<file path="src/rtl/jk_register_bank_pkg.sv">
// Shared constants for the JK register bank: mode encodings and event counter width.
package jk_register_bank_pkg;

  localparam logic [1:0] JKR_MODE_JK     = 2'b00;
  localparam logic [1:0] JKR_MODE_TOGGLE = 2'b01;
  localparam logic [1:0] JKR_MODE_LOAD   = 2'b10;
  localparam logic [1:0] JKR_MODE_SHIFT  = 2'b11;

  localparam int JKR_EVENT_W = 16;

endpackage

</file>
<file path="src/rtl/jkr_bit_cell.sv">
// One-bit next-state function of the JK register bank (combinational only).
module jkr_bit_cell
  import jk_register_bank_pkg::*;
(
  input  logic       q,
  input  logic       j,
  input  logic       k,
  input  logic       e,
  input  logic [1:0] mode,
  input  logic       shift_in,
  output logic       q_next
);

  always_comb begin
    q_next = q;
    if (e) begin
      case (mode)
        JKR_MODE_JK: begin
          case ({j, k})
            2'b10:   q_next = 1'b1;
            2'b01:   q_next = 1'b0;
            2'b11:   q_next = ~q;
            default: q_next = q;
          endcase
        end
        JKR_MODE_TOGGLE: q_next = j ? ~q : q;
        JKR_MODE_LOAD:   q_next = j;
        JKR_MODE_SHIFT:  q_next = shift_in;
        default:         q_next = q;
      endcase
    end
  end

endmodule

</file>
<file path="src/rtl/jk_register_bank.sv">
// WIDTH-bit bank of JK cells with per-bit enable, run-time mode and change flag.
// Optional saturating change-event counter on _events when JKR_EVENT_COUNT_EN is defined.
module jk_register_bank
  import jk_register_bank_pkg::*;
#(
  parameter int WIDTH = 8
) (
  input  logic             _clock,
  input  logic             _reset,
  input  logic [WIDTH-1:0] _J,
  input  logic [WIDTH-1:0] _K,
  input  logic [WIDTH-1:0] _E,
  input  logic [1:0]       _mode,
  output logic [WIDTH-1:0] _Q,
  output logic [WIDTH-1:0] _QNOT,
  output logic             _changed,
`ifdef JKR_EVENT_COUNT_EN
  output logic [JKR_EVENT_W-1:0] _events,
`endif
  output logic [WIDTH-1:0] _return
);

  logic [WIDTH-1:0] q_reg;
  logic [WIDTH-1:0] q_next;
  logic [WIDTH-1:0] shift_in;
  logic             changed_reg;
  logic             will_change;

  // Shift chain taps pre-edge state, so a disabled bit still feeds its upper neighbour.
  for (genvar i = 0; i < WIDTH; i++) begin : g_cell
    if (i == 0) begin : g_lsb
      assign shift_in[i] = _K[0];
    end else begin : g_upper
      assign shift_in[i] = q_reg[i-1];
    end

    jkr_bit_cell u_cell (
      .q        (q_reg[i]),
      .j        (_J[i]),
      .k        (_K[i]),
      .e        (_E[i]),
      .mode     (_mode),
      .shift_in (shift_in[i]),
      .q_next   (q_next[i])
    );
  end

  assign will_change = (q_next != q_reg);

  always_ff @(posedge _clock or negedge _reset) begin
    if (!_reset) begin
      q_reg       <= '0;
      changed_reg <= 1'b0;
    end else begin
      q_reg       <= q_next;
      changed_reg <= will_change;
    end
  end

`ifdef JKR_EVENT_COUNT_EN
  logic [JKR_EVENT_W-1:0] events_reg;

  always_ff @(posedge _clock or negedge _reset) begin
    if (!_reset) begin
      events_reg <= '0;
    end else if (will_change && (events_reg != '1)) begin
      events_reg <= events_reg + 1'b1;
    end
  end

  assign _events = events_reg;
`endif

  assign _Q       = q_reg;
  assign _QNOT    = ~q_reg;
  assign _return  = q_reg;
  assign _changed = changed_reg;

endmodule

</file>
<file path="config.mk">
export PLATFORM = sky130hd
export DESIGN_NAME = jk_register_bank
export DESIGN_NICKNAME = d
export VERILOG_FILES = /design/src/rtl/jk_register_bank_pkg.sv /design/src/rtl/jkr_bit_cell.sv /design/src/rtl/jk_register_bank.sv
export SDC_FILE = /design/constraint.sdc
export NUM_CORES = 1
export LEC_CHECK = 0
export ABC_AREA = 0
export BUFFER_PORTS_ARGS = -buffer_cell sky130_fd_sc_hd__buf_2
export CORE_AREA = 2 2 55 57
export DETAILED_ROUTE_END_ITERATION = 10
export DIE_AREA = 0 0 57 59
export PLACE_DENSITY = 0.87
export SETUP_SLACK_MARGIN = 0.1
export SYNTH_ARGS = -nofsm -noshare
export SYNTH_HDL_FRONTEND = slang
export SYNTH_SLANG_ARGS = --single-unit
</file>
<file path="constraint.sdc">
create_clock -name _clock -period 2 [get_ports _clock]
set_input_delay 0.2 -clock _clock [delete_from_list [all_inputs] [get_ports _clock]]
set_output_delay 0.2 -clock _clock [all_outputs]
set_load 0.03 [all_outputs]
</file>
== Yosys cells after proc, flatten, opt, wreduce, memory -nomap -nowiden ==
Cells that the tools add are included.

* Eq/ne operators: 28
* Multiplexer cells: 32
* Bitwise logic cells: 9
* Reductions and logical operators: 1

{| class="wikitable"
|+ Operators with widths
! kind !! number
|-
| 2-bit equality test, second input constant || 18
|-
| 1-bit one-hot mux with 4 select lines || 8
|-
| 1-bit one-hot mux with 3 select lines || 8
|-
| 2-bit by 1-bit equality test with 1-bit output, second input constant || 9
|-
| 1-bit two-way mux || 16
|-
| 8-bit != test || 1
|-
| 1-bit NOT || 8
|-
| 8-bit NOT || 1
|-
| 2-bit zero test || 1
|}

* Register bits: 9
* Input bits: 28
* Output and inout bits: 25
* Word-level logic and storage cells: 72

== Depth between registers and ports, before layout ==
* Word-level depth: 5
* Gate-level depth with buffers: 7
* Gate-level depth less buffers: 5

== Hierarchy ==
A second synthesis with hierarchy kept.

* Cell total of the unflattened synthesis: 100
* Area total of the unflattened synthesis: 852.1 um^2

{| class="wikitable"
|+ By module, submodules not included
! module !! times used !! cells each !! area an instance (um^2) !! sequential area each (um^2)
|-
| jkr_bit_cell || 8 || 8 || 56.3 || 0.0
|-
| jk_register_bank || 1 || 36 || 401.6 || 225.2
|}

== Worst setup path after synthesis ==
Ideal clock, no wire load.

* Path type: reg2reg
* Start point: register q_reg[1] (netlist: _Q[1])
* End point: register changed_reg (netlist: _changed)
* Library setup time: 0.135 ns
* Arrival time: 1.335 ns
* Data required time: 1.865 ns
* Path slack: 0.531 ns
* Stages on the path, launching flop included: 7
* Path buffers: 1
* Period minus slack after synthesis: 1.469 ns
* Path through: dfrtp_1 -> clkbuf_1 -> inv_1 -> a31oi_1 -> o32ai_1 -> a211oi_1 -> nand4_1

* Cells in the longest elaborated chain, start to end: 5
* Elaborated cells on any way between the ends: 8
* Classes of those cells: eq/ne (1); mux (6); bitwise (1)

{| class="wikitable"
|+ RTL lines
! element !! RTL line !! source
|-
| from (decl) || jk_register_bank.sv:23 || <nowiki>logic [WIDTH-1:0] q_reg;</nowiki>
|-
| from (signal assigned) || jk_register_bank.sv:55 || <nowiki>q_reg <= q_next;</nowiki>
|-
| 1-bit NOT || jkr_bit_cell.sv:22, jkr_bit_cell.sv:26 ||
|-
| 1-bit one-hot mux with 3 select lines or 1-bit two-way mux (tied branches) || jkr_bit_cell.sv:19, jkr_bit_cell.sv:26 ||
|-
| 1-bit one-hot mux with 4 select lines || jkr_bit_cell.sv:17 || <nowiki>case (mode)</nowiki>
|-
| 1-bit two-way mux || jkr_bit_cell.sv:16 || <nowiki>if (e) begin</nowiki>
|-
| 8-bit != test (*) || jk_register_bank.sv:48 || <nowiki>assign will_change = (q_next != q_reg);</nowiki>
|-
| via will_change || jk_register_bank.sv:27 || <nowiki>logic will_change;</nowiki>
|-
| to (signal assigned) || jk_register_bank.sv:56 || <nowiki>changed_reg <= will_change;</nowiki>
|-
| to (decl) || jk_register_bank.sv:26 || <nowiki>logic changed_reg;</nowiki>
|}

Mark *: on every way through the listed nets, which the timed path passes. The rest lies on a longest branch.

== Worst setup path after layout ==
* Start point: register q_reg[0] (netlist: _Q[0])
* End point: register changed_reg (netlist: _changed)

Same word-level chain as after synthesis.

==> run metrics <==
maximum vdd drop roughly 0.00044 V; flip-flop and latch area ~230 um2; fin worst setup slack approximately 0.49 ns; slowest CP cell dfrtp_1; unrepaired setup endpoints after global routing no; Post-CTS Setup Repair Bufs 0; Multi-input gate area 803 um2; # hold bufs at CTS 1; setup TNS 0 ns; Avg Cell Area, Syn approximately 7.7 um2; clock sinks 9; Post-Route WL a little over 3000 um; number of synthesized flops with an enable pin 0; worst-margin pin slew 0.551 ns; WL per Instance around 13 um; drt pass-1 iters 4; Min Hold Slack roughly 0.16 ns; largest net degree at the start of global routing 32; Worst-Skew Late Latency ~0.26 ns; DRT iter0 DRCs between 50 and 60; Final Cycle Share about three quarters; Crit path buffers/inverters 0; HP Class in2reg; CTS buffer count 3; most frequent cells in the layout buf_2 (52), inv_1 (13), nand2_1 (12); H-Tree Depth 1; Die W 57 um; ANT cells 0; GRT Overall Usage between 10% and 20%; pre-CTS setup slack around 0.27 ns; crit end category flop; Root Driver clkbuf_4; Max Fclk roughly 660 MHz; area grow syn2layout 10.8%; core area ~2700 um2; global route total overflow 0; CP delay by family, top flip-flops; total die area about 3400 um2; Max-slew headroom between 60 and 70%; Worst EP required 2.13 ns; crit start category flop; total power approximately 1.1 mW; first-pass GRT wire length 5090 um; Fillers ~280; Rows 19; Fin. Hold Viols 0; initial antenna violation count 0; share of cells above drive strength 1 between 30% and 40%; HPWL Detailed between 2000 and 2500 um; io pins 53; FFs w/ async S/R, synth 100%; gpl congestion roughly 0.8; die span in y between 50 and 60 um; most common cell after layout, fill and taps aside buf_2; CTS clk-pin slew, worst paths 0.06 ns; Nets approximately 230; kind of critical path reg2reg; Cell Pwr Density around 750 nW/um2; post-route DRC violation count 0; Resized cells post-CTS 0; Synth Register Bits 9; IO buf count 52; ANT nets after route 0; Final Skew around 0.0058 ns; Synthesized Nets between 150 and 200; Vias/cell about 5.7; CP Max Fanout 10; post-route minimum period 1.51 ns; CP max stage delay about 0.54 ns; clk buf depth 2; routed via count 1284; predominant post-synthesis flop cell dfrtp_1; Starting Density a little under half; yosys warns 0; Slew Limit Fails 0; outcome completed; synthesized cell area 1290 um2; CP Data Arrival Time 1.64 ns; max_cap viols 0; Syn Inst Count 168; Setup-failing EPs final 0; Leak roughly 0.70 nW; Cell variety after synth 42; final core utilization a little over half; Seq/Total Area, Yosys between 10% and 20%; CTS tree done; vias in the first global route roughly 1100; critical path, cell by cell xnor2_1 > mux2i_1 > a211o_1 > a22oi_1 > nand4_1
-- where the power goes --
part / internal [mW] / switching (mW)
clock network: 0.0770 / 0.0695
logic: 0.237 / 0.398
registers: 0.215 / 0.0792
total: 0.529 / 0.547
-- worst register-to-register path, stage by stage, from the launching register on --
cell     delay, ns
dfrtp_1       0.54
xnor2_1       0.16
mux2i_1       0.09
a211o_1       0.30
a22oi_1       0.19
nand4_1       0.11
-- per-stage QoR --
stage | instances | area, um2
after floorplan | 168 | 1290
after global placement | 222 | 1400
after detailed placement | 222 | 1400
after CTS | 227 | 1440
after global routing | 227 | 1440
final | 227 | 1440
-- cells by family after synthesis --
kind of cell | Yosys count | share of synthesized area (%)
simple gates | 47 | 19.3
buf+inv | 46 | 20.6
compound gates | 45 | 24.3
mux | 13 | 13.0
flops | 9 | 17.4
xor+xnor | 8 | 5.41
-- path summary, 6_finish.rpt --
check                        from  endpoint  slack (ns)  depth (start not counted)
max                         _Q[0]  _changed        0.49                          5
min                         _E[2]     _Q[2]        0.16                          2
max reg2reg                 _Q[0]  _changed        0.49                          5
min reg2reg                 _Q[7]     _Q[7]        0.71                          2
max in group asynchronous  _reset  _changed        1.48                          2
min in group asynchronous  _reset     _Q[5]        0.32                          2
-- synthesized netlist by cell type (3+ instances only) --
| library cell | count | area [um2] |
|---|---|---|
| a211oi_1 | 3 | 22.5 |
| a21oi_1 | 7 | 35.0 |
| a22oi_1 | 5 | 37.5 |
| buf_2 | 3 | 15.0 |
| buf_4 | 20 | 150 |
| clkbuf_1 | 6 | 22.5 |
| dfrtp_1 | 9 | 225 |
| inv_1 | 13 | 48.8 |
| mux2i_1 | 9 | 90.1 |
| mux4_2 | 3 | 67.6 |
| nand2_1 | 12 | 45.0 |
| nand2b_1 | 4 | 25.0 |
| nand3_1 | 4 | 20.0 |
| nand3b_1 | 3 | 22.5 |
| nand4_1 | 5 | 31.3 |
| nor2_1 | 7 | 26.3 |
| nor2b_1 | 4 | 25.0 |
| o211ai_1 | 3 | 22.5 |
| o21ai_0 | 9 | 45.0 |
| o32ai_1 | 4 | 35.0 |
| xnor2_1 | 4 | 35.0 |
| xor2_1 | 4 | 35.0 |
-- sequential cells by signal, indices dropped and copies added (netlist names) --
register and cells:
_Q 8, _changed 1
-- cell type report --
cell class	count	area share, %
clock buffers	4	1.83
inverters	15	3.92
multi-input cells	113	56.0
flip-flops and latches	9	15.7
well taps	31	2.70
repair buffers	55	19.9
-- layer usage --
| metal | track usage [%] | vias to the layer above | wire (um) |
|---|---|---|---|
| met5 | 0 | - | 0 |
| met4 | 6.98 | 0 | 17 |
| met2 | 30.7 | 62 | 1390 |
| met3 | 2.40 | 2 | 292 |
| met1 | 26.0 | 578 | 1360 |
| li1 | - | 642 | - |
(Power assumes the default switching activity.)
